[config.mk]
export PLATFORM = sky130hd
export DESIGN_NAME = can_crc15
export DESIGN_NICKNAME = d
export VERILOG_FILES = /design/src/rtl/can_pkg.sv /design/src/rtl/can_crc15.sv
export SDC_FILE = /design/constraint.sdc
export NUM_CORES = 1
export LEC_CHECK = 0
export CAP_MARGIN = 20
export CORE_AREA = 3 3 41 43
export DETAILED_ROUTE_END_ITERATION = 12
export DIE_AREA = 0 0 44 46
export DONT_BUFFER_PORTS = 1
export GPL_TIMING_DRIVEN = 0
export PLACE_DENSITY_LB_ADDON = 0.1
export REMOVE_ABC_BUFFERS = 1
export SYNTH_ARGS = -nofsm -noshare
export SYNTH_HDL_FRONTEND = slang
export SYNTH_SLANG_ARGS = --single-unit
export TNS_END_PERCENT = 100
[constraint.sdc]
create_clock -name clk -period 1.1 [get_ports clk]
set_input_delay 0.22 -clock clk [delete_from_list [all_inputs] [get_ports clk]]
set_output_delay 0.22 -clock clk [all_outputs]
set_load 0.01 [all_outputs]
[src/rtl/can_pkg.sv]
// Shared definitions for the CAN receive-side form/CRC checker:
// receiver field codes, CRC-15 polynomial and form-flag bit positions.
package can_pkg;

  localparam logic [5:0] FF_ID_A       = 6'd0;
  localparam logic [5:0] FF_ID_B       = 6'd1;
  localparam logic [5:0] FF_DOUBT      = 6'd2;
  localparam logic [5:0] FF_EXT_RES    = 6'd3;
  localparam logic [5:0] FF_NORM_R0    = 6'd4;
  localparam logic [5:0] FF_EXT_RTR    = 6'd5;
  localparam logic [5:0] FF_DLC        = 6'd6;
  localparam logic [5:0] FF_DATA       = 6'd7;
  localparam logic [5:0] FF_CRC        = 6'd8;
  localparam logic [5:0] FF_CRC_DELIM  = 6'd9;
  localparam logic [5:0] FF_ACK_DELIM  = 6'd10;
  localparam logic [5:0] FF_ACK_SLOT   = 6'd11;
  localparam logic [5:0] FF_STUFF      = 6'd12;
  localparam logic [5:0] FF_CONCLUSION = 6'd13;
  localparam logic [5:0] FF_ERROR      = 6'd16;
  localparam logic [5:0] FF_RESET_VARS = 6'd19;
  localparam logic [5:0] FF_EOF        = 6'd20;
  localparam logic [5:0] FF_IDLE       = 6'd21;

  localparam logic [14:0] CRC15_POLY = 15'h4599;

  localparam int FM_SRR       = 0;
  localparam int FM_CRC_DELIM = 1;
  localparam int FM_ACK_DELIM = 2;
  localparam int FM_EOF       = 3;

  // Progress through the two "doubt" bits (SRR/RTR then IDE).
  typedef enum logic [1:0] {
    SRR_WAIT  = 2'd0,
    SRR_FIRST = 2'd1,
    SRR_DONE  = 2'd2
  } srr_phase_e;

  function automatic logic is_bit_event(input logic [5:0] field);
    return (field <= FF_ACK_SLOT) || (field == FF_EOF);
  endfunction

  function automatic logic [14:0] crc15_step(input logic [14:0] crc, input logic bit_in);
    logic fb;
    fb = bit_in ^ crc[14];
    return {crc[13:0], 1'b0} ^ (fb ? CRC15_POLY : 15'h0000);
  endfunction

endpackage

[src/rtl/can_crc15.sv]
// Serial CRC-15 accumulator: one bit per bit_en strobe, cleared by reset or clear.
module can_crc15
  import can_pkg::*;
(
  input  logic        clk,
  input  logic        rst_n,
  input  logic        clear,
  input  logic        bit_en,
  input  logic        bit_in,
  output logic [14:0] crc
);

  // NOTE: reset is synchronous here -- it is just the highest-priority branch
  // inside the clocked block, so rst_n is not in the sensitivity list.
  always_ff @(posedge clk) begin
    if (!rst_n) begin
      crc <= '0;
    end else if (clear) begin
      crc <= '0;
    end else if (bit_en) begin
      crc <= crc15_step(crc, bit_in);
    end
  end

endmodule

# After elaboration in Yosys (flattened, before gate mapping)
# Index checks and enable logic that the tools add are counted.
# word_totals
reg_bits	15
in_bits	5
output_inout_bits	15
word_cells	6
# op_classes
muxes	1
bitwise	3
n_reduce_logical	1
# op_table
cell	n
15-bit 2-to-1 mux	1
15-bit XOR	1
2-bit OR reduction	1
1-bit NOT	1
1-bit XOR	1

# Logic depth before layout (Yosys ltp)
# Gate-level depths: netlist of the first run.
# depth
ltp_word	3
ltp_mapped	5
depth_no_buf	3

# Worst setup path before layout of the first run
# OpenSTA, ideal clock, no wires.
# synth_timing
path_kind	reg-to-reg
startpoint	reg crc[14]
endpoint	reg crc[10]
setup_ns	0.062
t_arrival_ns	0.908
t_required_ns	1.038
slack_ns	0.131
stages_incl_launch_ff	4
n_path_buf	0
synth_period_minus_slack_ns	0.969
cell_sequence	dfxtp_1 xnor2_1 nand4_1 nand3_1
# synth_between
elab_chain_len	3
# synth_rtl
item	line	rtl
start, declared	can_crc15.sv:10	output logic [14:0] crc
start signal, assigned	can_crc15.sv:21	crc <= crc15_step(crc, bit_in);
1-bit XOR	can_pkg.sv:44	fb = bit_in ^ crc[14];
15-bit 2-to-1 mux	can_pkg.sv:45	return {crc[13:0], 1'b0} ^ (fb ? CRC15_POLY : 15'h0000);
15-bit XOR	can_pkg.sv:45	
# No other way between the ends.
# A chain may end at the register's enable or synchronous reset.

# Worst setup path after layout of the first run
# layout_timing
startpoint	reg crc[14]
endpoint	reg crc[4]
# The elaborated chain is that of the path after synthesis.

==> summary.md, run 1 <==
| Metric | Value |
|---|---|
| Slew @ Worst Pin | a little over 0.6 ns |
| DRC | 0 |
| First-pass GRT wire length | roughly 1900 um |
| Largest net degree at the start of global routing | 28 |
| Part of the cycle the worst path needs | 92.58% |
| Fin nets | approximately 70 |
| Cts bufs inserted | 3 |
| Number of max-cap violations | 0 |
| Multi-input combinational cell area | between 300 and 400 um2 |
| Via Count | between 400 and 500 |
| CP max stage cell | dfxtp_2 |
| Register area share after synthesis | 45.63% |
| Area delta synth->final | 5.894% |
| Drt pass-1 iters | 2 |
| Die X | 44 um |
| Mapped Cells | between 60 and 70 |
| Die area | 2024 um2 |
| Yosys Warn Count | 0 |
| Critical Path AT | 1.24 ns |
| Slew Viols, Final | 0 |
| Grt total ovfl | 0 |
| Reg area | around 300 um2 |
| FF-to-FF path depth | 3 |
| Synth Cell Area | approximately 660 um2 |
| Max Buffers Root-to-Sink | 2 |
| Final non-filler cell total | 81 |
| Crit start category | register |
| RSZ-0062 raised after global routing | no |
| Avg Cell Area, Syn | a little under 10 um2 |
| Root buffer cell | clkbuf_4 |
| Achievable clock frequency | approximately 980 MHz |
| Starting Density | 49.34% |
| Row count | 13 |
| Library cells used by synthesis | 18 |
| Post-CTS setup buffer count | 0 |
| Total wire length | ~1200 um |
| Min Tclk post-route | 1.018 ns |
| PortBufs | 0 |
| WL/cell | roughly 15 um |
| Crit-path cells | xor2_2 > nand4b_1 > nand3_1 |
| IO Pins | 20 |
| Crit Path Max Fanout | 5 |
| Worst endpoint required time | around 1.3 ns |
| Placed cells | 77 |
| Outcome | completed |
| Fillcell total | 124 |
| Critical Path End | crc[4] |
| Worst Skew | about 0.0021 ns |
| Beginning of the worst register-to-register path | crc[14] |
| Max reg flops | 15 |
| Routed Antenna Nets | 0 |
| Peak supply drop | 0.8136 mV |
| CTS sink count | 15 |
| Clk slew on worst S/H paths | roughly 0.09 ns |
| R2r endpoint | crc[4] |
| Worst min path class | in2reg |
| GP Congestion | around 0.7 |
| CORE AREA | about 1300 um2 |
| Commonest cells after routing, fill and taps aside | dfxtp_1 (14), nor2_1 (9), mux2i_1 (8), nand4b_1 (6) |
| Biggest register | crc |
| Fraction of layout cells with a size suffix above 1 | between 10% and 20% |
| TritonCTS clock tree | yes |
| DP Wirelength | ~800 um |
| Most common cell after layout, fill and taps aside | dfxtp_1 |
| DR vias/cell | a little under 6 |
| Vias in the first global route | about 400 |
| GRT Util Overall | 13.21% |
| Setup crit start | crc[14] |
| Final hold violations | 0 |
| Ant diodes | 0 |
| Rel. slew slack | 59.19% |
| Detailed Route Iter0 Violations | 17 |
| Clk_lat worst skew | ~0.28 ns |
| Register bit total from synthesis | 15 |
| Die extent in y | roughly 46 um |
| Finish-stage setup viols | 0 |
| Hold WS | a little under 0.03 ns |
| Static Leak | 0.2647 nW |
| CP Class | reg2reg |
| Antenna violations before repair | 0 |
| Top Registers | crc (15) |
| Nature of the critical path endpoint | register |
| Htree depth | 1 |
| Power Density | 1358 nW/um2 |
| Reg2reg setup slack | around 0.082 ns |
| Crit-path max cell delay | around 0.47 ns |
[stage by stage]
stage          power (mW)  setup TNS [ns]  util (%)  worst slack (ns)  area, um2
2_1_floorplan      0.6286         -0.2120         -          -0.03803      621.8
3_3_place_gp       0.6407          -1.244     48.03           -0.2078      640.6
3_5_place_dp       0.6414          -1.574     48.03           -0.2797      640.6
4_1_cts            0.9576               0     51.22           0.02930      683.2
5_1_grt            0.9924               0     52.25           0.02199      696.9
6_report           0.9462               0     52.25           0.08166      696.9
[area by class of cell]
cell class                      instances  share of cell area, %
Clock buffer                            4                  3.770
Sequential cell                        15                  43.27
Tap cell                               15                  2.693
Multi-Input combinational cell         47                  50.27
[what timing repair did]
action	4_1_cts	5_1_grt
setup endpoints to repair	6	6
resized for setup	3	2
hold buffers	0	0
[worst min path at each step]
stage,startpoint,end,slack (ns),cells past startpoint
floorplan,bit_en,crc[0],0.32,1
global placement,bit_en,crc[0],0.32,1
detailed placement,bit_en,crc[0],0.33,1
CTS,bit_en,crc[0],0.02,1
global route,bit_en,crc[0],0.03,1
finish,bit_en,crc[0],0.03,1
[metal layers]
layer	global-route usage (%)	part of all wire (%)	vias to the layer above
met5	0	0	-
met4	10.84	1.1	0
met3	4.743	7.3	2
met2	16.28	45	15
met1	17.81	46	221
li1	-	-	239
[worst max-delay path: cells and delay by family, from the launching register on]
family / cells / cell delay (ns)
DFF: 1 / 0.47
xor gates and xnor gates: 1 / 0.27
and+or+nand+nor: 2 / 0.23
[kinds of logic (layout without fill, tap and decap cells)]
kind of cell           after synthesis  in the layout  synth area share, %
AO/OA/AOI/OAI                        2              2                1.901
XOR/XNOR                             3              3                3.993
buffers and inverters                6              4                5.513
flip-flops                          15             15                45.63
multiplexers                         8              8                12.17
AND/OR/NAND/NOR                     34             34                30.80
[cells in the mapped netlist]
cell	number	share of area (%)
nand2_1	1	0.57
buf_2	2	1.5
mux2i_1	8	12
a211oi_1	1	1.1
nand2b_1	1	0.95
nor2_1	9	5.1
xor2_1	2	2.7
buf_4	3	3.4
and2_1	1	0.95
nand4b_1	6	8.0
nand4_1	5	4.8
dfxtp_1	15	46
nor2b_1	1	0.95
o21ai_0	1	0.76
nand3b_1	5	5.7
clkbuf_1	1	0.57
xnor2_1	1	1.3
nand3_1	5	3.8
[power breakdown]
group | switching (mW) | total (mW) | internal (mW)
combinational | 0.0306 | 0.0628 | 0.0321
sequential | 0.0200 | 0.575 | 0.555
clock | 0.168 | 0.308 | 0.141
total | 0.219 | 0.946 | 0.728
Note: power is estimated with default switching activity, not from simulation.
==> run 2: changes to the inputs <==
--- a/config.mk
+++ b/config.mk
@@ -5,11 +5,11 @@
 export SDC_FILE = /design/constraint.sdc
 export NUM_CORES = 1
 export LEC_CHECK = 0
+export BUFFER_PORTS_ARGS = -buffer_cell sky130_fd_sc_hd__buf_2
 export CAP_MARGIN = 20
-export CORE_AREA = 3 3 41 43
+export CORE_AREA = 3 3 42 44
 export DETAILED_ROUTE_END_ITERATION = 12
-export DIE_AREA = 0 0 44 46
-export DONT_BUFFER_PORTS = 1
+export DIE_AREA = 0 0 45 47
 export GPL_TIMING_DRIVEN = 0
 export PLACE_DENSITY_LB_ADDON = 0.1
 export REMOVE_ABC_BUFFERS = 1
==> run 2 against run 1 <==
  * Clock power is 4% higher
  * Sequential power is 2% lower
  * Register-to-register slack hardly changed
  * Critical path type is now reg2out
  * Sequential cell count stayed put
  * Cell count is 25% higher
  * Worst setup slack worse by 0.026 ns
  * Die area is 4.5% higher
  * Maximum frequency is 2.5% lower
  * Combinational power is 62% higher
  * Power is 4.2% higher
  * First-iteration DRC count is 53% lower
  * Non-clock buffer count is 19 higher
==> summary.md, run 2 (synthesized netlist as in run 1, its figures left out) <==
| Metric | Value |
|---|---|
| Antenna violations before repair | 0 (unchanged) |
| Core Util, Final | 53.40% (+1.1 points) |
| Setup crit start | crc[14] |
| Htree depth | 1 (unchanged) |
| Slew @ Worst Pin | 0.5923 ns (-0.01711 ns) |
| M2 GR Usage | 19.21% (+2.9 points) |
| Max reg flops | 15 (unchanged) |
| Crit. path cell count | 1 (-2) |
| Ant diodes | 0 (unchanged) |
| IO Pins | 20 (unchanged) |
| Die extent in y | 47 um (+2.2%) |
| First-pass GRT wire length | 2152 um (+11%) |
| Final non-filler cell total | 101 (+25%) |
| Starting Density | 44.73% (-4.6 points) |
| CORE AREA | 1471 um2 (+10%) |
| CP Class | reg2out |
| Cts bufs inserted | 3 (unchanged) |
| Pre-CTS WS | -0.3581 ns (-0.07835 ns) |
| DP Wirelength | 842.9 um (+5.5%) |
| Routed Antenna Nets | 0 (unchanged) |
| Drt pass-1 iters | 4 (+2) |
| Met1 usage in global routing | 19.72% (+1.9 points) |
| Number of max-cap violations | 0 (unchanged) |
| Crit Path Max Fanout | 5 (unchanged) |
| Hold WS | 0.3235 ns (+0.2947 ns) |
| Crit start category | register |
| Critical Path AT | 0.82 ns (-0.42 ns) |
| R2r endpoint | crc[7] |
| PortBufs | 19 (+19) |
| Reg2reg setup slack | 0.09 ns (about the same) |
| Non-Filler Cell Area, Final | 785.8 um2 (+13%) |
| Critical Path End | crc[14] |
| Placed standard-cell area | 737.0 um2 (+15%) |
| Vias in the first global route | 465 (+18%) |
| Part of the cycle the worst path needs | 94.92% (+2.3 points) |
| Achievable clock frequency | 957.7 MHz (-2.5%) |
| Area delta synth->final | 19.39% |
| Placed cells | 97 (+26%) |
| Fraction of layout cells with a size suffix above 1 | 31.76% (+21 points) |
| Finish-stage setup viols | 0 (unchanged) |
| Outcome | completed |
| GRT Util Overall | 14.08% (+0.87 points) |
| Root buffer cell | clkbuf_4 |
| Max Buffers Root-to-Sink | 2 (unchanged) |
| Nature of the critical path endpoint | output pin |
| Slew Viols, Final | 0 (unchanged) |
| Largest net degree at the start of global routing | 28 (unchanged) |
| Via Count | 549 (+15%) |
| Worst Skew | 0.002138 ns (+0.00008191 ns) |
| GP Congestion | 0.6557 (-4.5%) |
| Static Leak | 0.3642 nW (+38%) |
| Die X | 45 um (+2.3%) |
| Biggest register | crc |
| Clk slew on worst S/H paths | 0.09 ns (about the same) |
| Detailed Route Iter0 Violations | 8 (-9) |
| Beginning of the worst register-to-register path | crc[14] |
| Die area | 2115 um2 (+4.5%) |
| Setup WS post-layout | 0.05586 ns (-0.02580 ns) |
| Row count | 14 (+1) |
| Final hold violations | 0 (unchanged) |
| Worst min path class | in2reg |
| Grt met3 use | 5.747% (+1.0 points) |
| FF-to-FF path depth | 3 (unchanged) |
| Grt total ovfl | 0 (unchanged) |
| Worst endpoint required time | 0.88 ns (-0.44 ns) |
| CP max stage cell | dfxtp_4 |
| WP buf/inv | 1 (+1) |
| Crit-path cells | buf_2 |
| Fin nets | 91 (+26%) |
| Commonest cells after routing, fill and taps aside | buf_2 (19), dfxtp_1 (14), nor2_1 (9), mux2i_1 (8), nand4b_1 (6) |
| DR vias/cell | 5.436 (-7.7%) |
| TritonCTS clock tree | yes |
| Clk_lat worst skew | 0.28 ns (about the same) |
| WL/cell | 12.92 um (-14%) |
| Total wire length | 1305 um (+7.0%) |
| CTS sink count | 15 (unchanged) |
| Rel. slew slack | 60.33% (+1.1 points) |
| Resize count post-CTS | 4 (+1) |
| RSZ-0062 raised after global routing | no |
| GRT busiest layer | met1 |
| Hold-fix buffers, CTS | 0 (unchanged) |
| Min Tclk post-route | 1.044 ns (+0.02580 ns) |
| Post-CTS setup buffer count | 0 (unchanged) |
| Most common cell after layout, fill and taps aside | buf_2 |
| Power Density | 1255 nW/um2 (-7.6%) |
| Peak supply drop | 0.8581 mV (+5.5%) |
| Crit-path max cell delay | 0.40 ns (-0.07 ns) |
| Top delay family on crit path | flip-flops |
| Top Registers | crc (15) |
| DRC | 0 (unchanged) |
[run 2: area by class of cell]
type	instances	area, um2
fill	145	685.7
multi-input combinational	47	339.1
sequential	15	304.0
timing repair buffer	19	95.09
clock buffer	3	22.52
tap	16	20.02
clock inverter	1	5.005
[run 2: stage by stage]
stage          total power, mW  setup TNS (ns)
3_3_place_gp            0.6740          -1.862
6_report                0.9860               0
2_1_floorplan           0.6286         -0.2120
3_5_place_dp            0.6747          -2.080
4_1_cts                  1.002               0
5_1_grt                  1.033               0
[run 2: how the worst min path moves through the flow]
stage          startpoint  endpoint  slack (ns)  depth (start not counted)
5_1_grt             clear   crc[14]        0.34                          4
4_1_cts             clear   crc[14]        0.32                          4
3_3_place_gp       crc[0]    crc[0]        0.49                          2
2_1_floorplan      bit_en    crc[0]        0.32                          1
3_5_place_dp       crc[0]    crc[0]        0.50                          2
6_report            clear   crc[14]        0.32                          4
[run 2: report_power, final]
part	total [mW]	switching (mW)	internal, mW
clock network	0.320	0.185	0.135
logic	0.102	0.0611	0.0409
registers	0.564	0.0110	0.553
total	0.986	0.257	0.729
[run 2: metal layers]
layer | up-vias | share of wire, % | wire (um)
met1 | 250 | 48 | 632
met4 | 0 | 0.92 | 12
met2 | 17 | 44 | 572
met3 | 2 | 6.7 | 87
li1 | 280 | - | -
met5 | - | 0 | 0
==> run 3: changes to the inputs <==
--- a/config.mk
+++ b/config.mk
@@ -7,9 +7,9 @@
 export LEC_CHECK = 0
 export BUFFER_PORTS_ARGS = -buffer_cell sky130_fd_sc_hd__buf_2
 export CAP_MARGIN = 20
-export CORE_AREA = 3 3 42 44
+export CORE_AREA = 2 2 41 43
 export DETAILED_ROUTE_END_ITERATION = 12
-export DIE_AREA = 0 0 45 47
+export DIE_AREA = 0 0 43 45
 export GPL_TIMING_DRIVEN = 0
 export PLACE_DENSITY_LB_ADDON = 0.1
 export REMOVE_ABC_BUFFERS = 1
==> run 3 against run 2 <==
  * Via count decreased by 0.55%
  * Critical path depth is the same
  * Die area shrank 8.5%
  * Wire length is 4.1% lower
  * Sequential cell count is the same
  * Critical path type unchanged
  * Critical endpoint is now crc[3]
  * Largest power group unchanged
==> summary.md, run 3 (synthesized netlist as in run 1, its figures left out) <==
| Metric | Value |
|---|---|
| Max Buffers Root-to-Sink | 2 (unchanged) |
| Rel. slew slack | 59.64% (-0.69 points) |
| Top Registers | crc (15) |
| Worst Skew | 0.004021 ns (+0.001883 ns) |
| Most common cell after layout, fill and taps aside | buf_2 |
| Grt total ovfl | 0 (unchanged) |
| Part of the cycle the worst path needs | 93.77% (-1.2 points) |
| Row count | 14 (unchanged) |
| Largest net degree at the start of global routing | 28 (unchanged) |
| GRT busiest layer | met2 |
| WL/cell | 12.39 um (-4.1%) |
| Top delay family on crit path | flip-flops |
| Root buffer cell | clkbuf_4 |
| FF-to-FF path depth | 3 (unchanged) |
| WHS Endpoint | crc[14] |
| Reg power frac | 58.0% (+0.8 points) |
| Via Count | 546 (-0.55%) |
| Pint | 0.7347 mW (+0.73%) |
| Critical Path AT | 0.81 ns (about the same) |
| TritonCTS clock tree | yes |
| Crit Path Max Fanout | 4 (-1) |
| Drt pass-1 iters | 4 (unchanged) |
| Slew Viols, Final | 0 (unchanged) |
| Biggest register | crc |
| Static Leak | 0.3615 nW (-0.75%) |
| DP Wirelength | 836 um (-0.82%) |
| Detailed Route Iter0 Violations | 19 (+11) |
| Pre-CTS WS | -0.3875 ns (-0.02940 ns) |
| Fraction of layout cells with a size suffix above 1 | 30.59% (-1.2 points) |
| Nature of the critical path endpoint | output pin |
| Placed cells | 97 (unchanged) |
| Crit-path cells | buf_2 |
| Crit-path max cell delay | 0.38 ns (-0.02 ns) |
| Hold Crit Start | clear |
| Slew @ Worst Pin | 0.6027 ns (+0.01034 ns) |
| Achievable clock frequency | 969.5 MHz (+1.2%) |
| CTS sink count | 15 (unchanged) |
| RSZ-0062 raised after global routing | no |
| Area delta synth->final | 19.20% |
| Die X | 43 um (-4.4%) |
| Finish-stage setup viols | 0 (unchanged) |
| R2r endpoint | crc[10] |
| Ant diodes | 0 (unchanged) |
| Starting Density | 44.73% (unchanged) |
| Power Density | 1239 nW/um2 (-1.2%) |
| Clk_lat worst skew | 0.28 ns (about the same) |
| CP Class | reg2out |
| Sw Ratio | 24.43% (-1.6 points) |
| Final non-filler cell total | 101 (unchanged) |
| Number of max-cap violations | 0 (unchanged) |
| Crit start category | register |
| Hold-critical path depth | 4 (unchanged) |
| Max reg flops | 15 (unchanged) |
| Hold-fix buffers, CTS | 0 (unchanged) |
| GP Congestion | 0.6411 (-2.2%) |
| CORE AREA | 1471 um2 (unchanged) |
| Cts bufs inserted | 3 (unchanged) |
| Clock Power Share | 31.4% (-1.0 points) |
| Non-Filler Cell Area, Final | 784.5 um2 (-0.16%) |
| First-pass GRT wire length | 1994 um (-7.3%) |
| DRC | 0 (unchanged) |
| IO Pins | 20 (unchanged) |
| Commonest cells after routing, fill and taps aside | buf_2 (19), dfxtp_1 (14), nor2_1 (9), mux2i_1 (8), nand4b_1 (6) |
| WP buf/inv | 1 (unchanged) |
| Clk slew on worst S/H paths | 0.09 ns (about the same) |
| Antenna violations before repair | 0 (unchanged) |
| Met1 usage in global routing | 18.07% (-1.7 points) |
| Power Total | 0.9722 mW (-1.4%) |
| DR vias/cell | 5.406 (-0.55%) |
| Die extent in y | 45 um (-4.3%) |
| Psw | 0.2376 mW (-7.4%) |
| Die area | 1935 um2 (-8.5%) |
| Setup WS post-layout | 0.06856 ns (+0.01270 ns) |
| Final hold violations | 0 (unchanged) |
| M2 GR Usage | 21.21% (+2.0 points) |
| Worst min path class | in2reg |
| Reg2reg setup slack | 0.09 ns (about the same) |
| CP max stage cell | dfxtp_1 |
| Worst endpoint required time | 0.88 ns (about the same) |
| Vias in the first global route | 454 (-2.4%) |
| Outcome | completed |
| GRT Util Overall | 13.85% (-0.23 points) |
| PortBufs | 19 (unchanged) |
| Beginning of the worst register-to-register path | crc[14] |
| Routed Antenna Nets | 0 (unchanged) |
| Fin nets | 91 (unchanged) |
| Grt met3 use | 6.000% (+0.25 points) |
| Peak supply drop | 0.6989 mV (-19%) |
| Htree depth | 1 (unchanged) |
| Total wire length | 1251 um (-4.1%) |
| Placed standard-cell area | 737.0 um2 (unchanged) |
| Logic pwr share | 10.6% (+0.3 points) |
| Min Tclk post-route | 1.031 ns (-0.01270 ns) |
## run 3: changes by cell type in the layout (fill, tap and decap cells not counted), sizes merged
cell    change
clkbuf      +1
clkinv      -1
## run 3: timing repair
action,4_1_cts,5_1_grt
pin swaps,0,0
resized for setup,3,2
setup buffers,0,0
setup endpoints to repair,7,5
## run 3: power by group through the flow
| stage | logic [mW] | clock network, mW | registers, mW |
|---|---|---|---|
| floorplan | 0.0465 | 0 | 0.582 |
| global placement | 0.0959 | 0 | 0.577 |
| detailed placement | 0.0973 | 0 | 0.577 |
| CTS | 0.101 | 0.325 | 0.565 |
| global route | 0.112 | 0.346 | 0.566 |
| finish | 0.103 | 0.305 | 0.564 |
## run 3: routing by layer
metal / wire length [um] / vias to the layer above
met5: 0 / -
met4: 0 / 0
met3: 83 / 0
met2: 561 / 17
met1: 606 / 252
li1: - / 277
## run 3: stage by stage
stage / util [%] / hold WS (ns) / setup TNS [ns]
after floorplan: - / 0.3156 / -0.2120
final: 53.32 / 0.3306 / 0
after detailed placement: 50.09 / 0.5037 / -2.219
after global routing: 53.32 / 0.3839 / 0
after CTS: 52.64 / 0.3238 / 0
after global placement: 50.09 / 0.4927 / -1.725
## run 3: how the worst max path moves through the flow
stage               cells past startpoint     from  slack [ns]  endpoint
detailed placement                      4    rst_n       -0.39    crc[8]
CTS                                     3  crc[14]        0.02   crc[10]
global placement                        4    rst_n       -0.30   crc[10]
finish                                  1   crc[3]        0.07    crc[3]
global route                            3  crc[14]       0.006    crc[3]
floorplan                               3    rst_n       -0.04    crc[4]
## run 3: layout make-up
cell class | count | area [um2]
well taps | 16 | 20.02
flip-flops and latches | 15 | 304.0
multi-input cells | 47 | 339.1
fillers | 153 | 686.9
repair buffers | 19 | 95.09
clock buffers | 4 | 26.28
## run 3: worst min-delay path: cells and delay by family
kind / cells / cell delay (ns)
and+or+nand+nor: 2 / 0.20
buffers and inverters: 1 / 0.09
AOI/OAI and AO/OA: 1 / 0.06
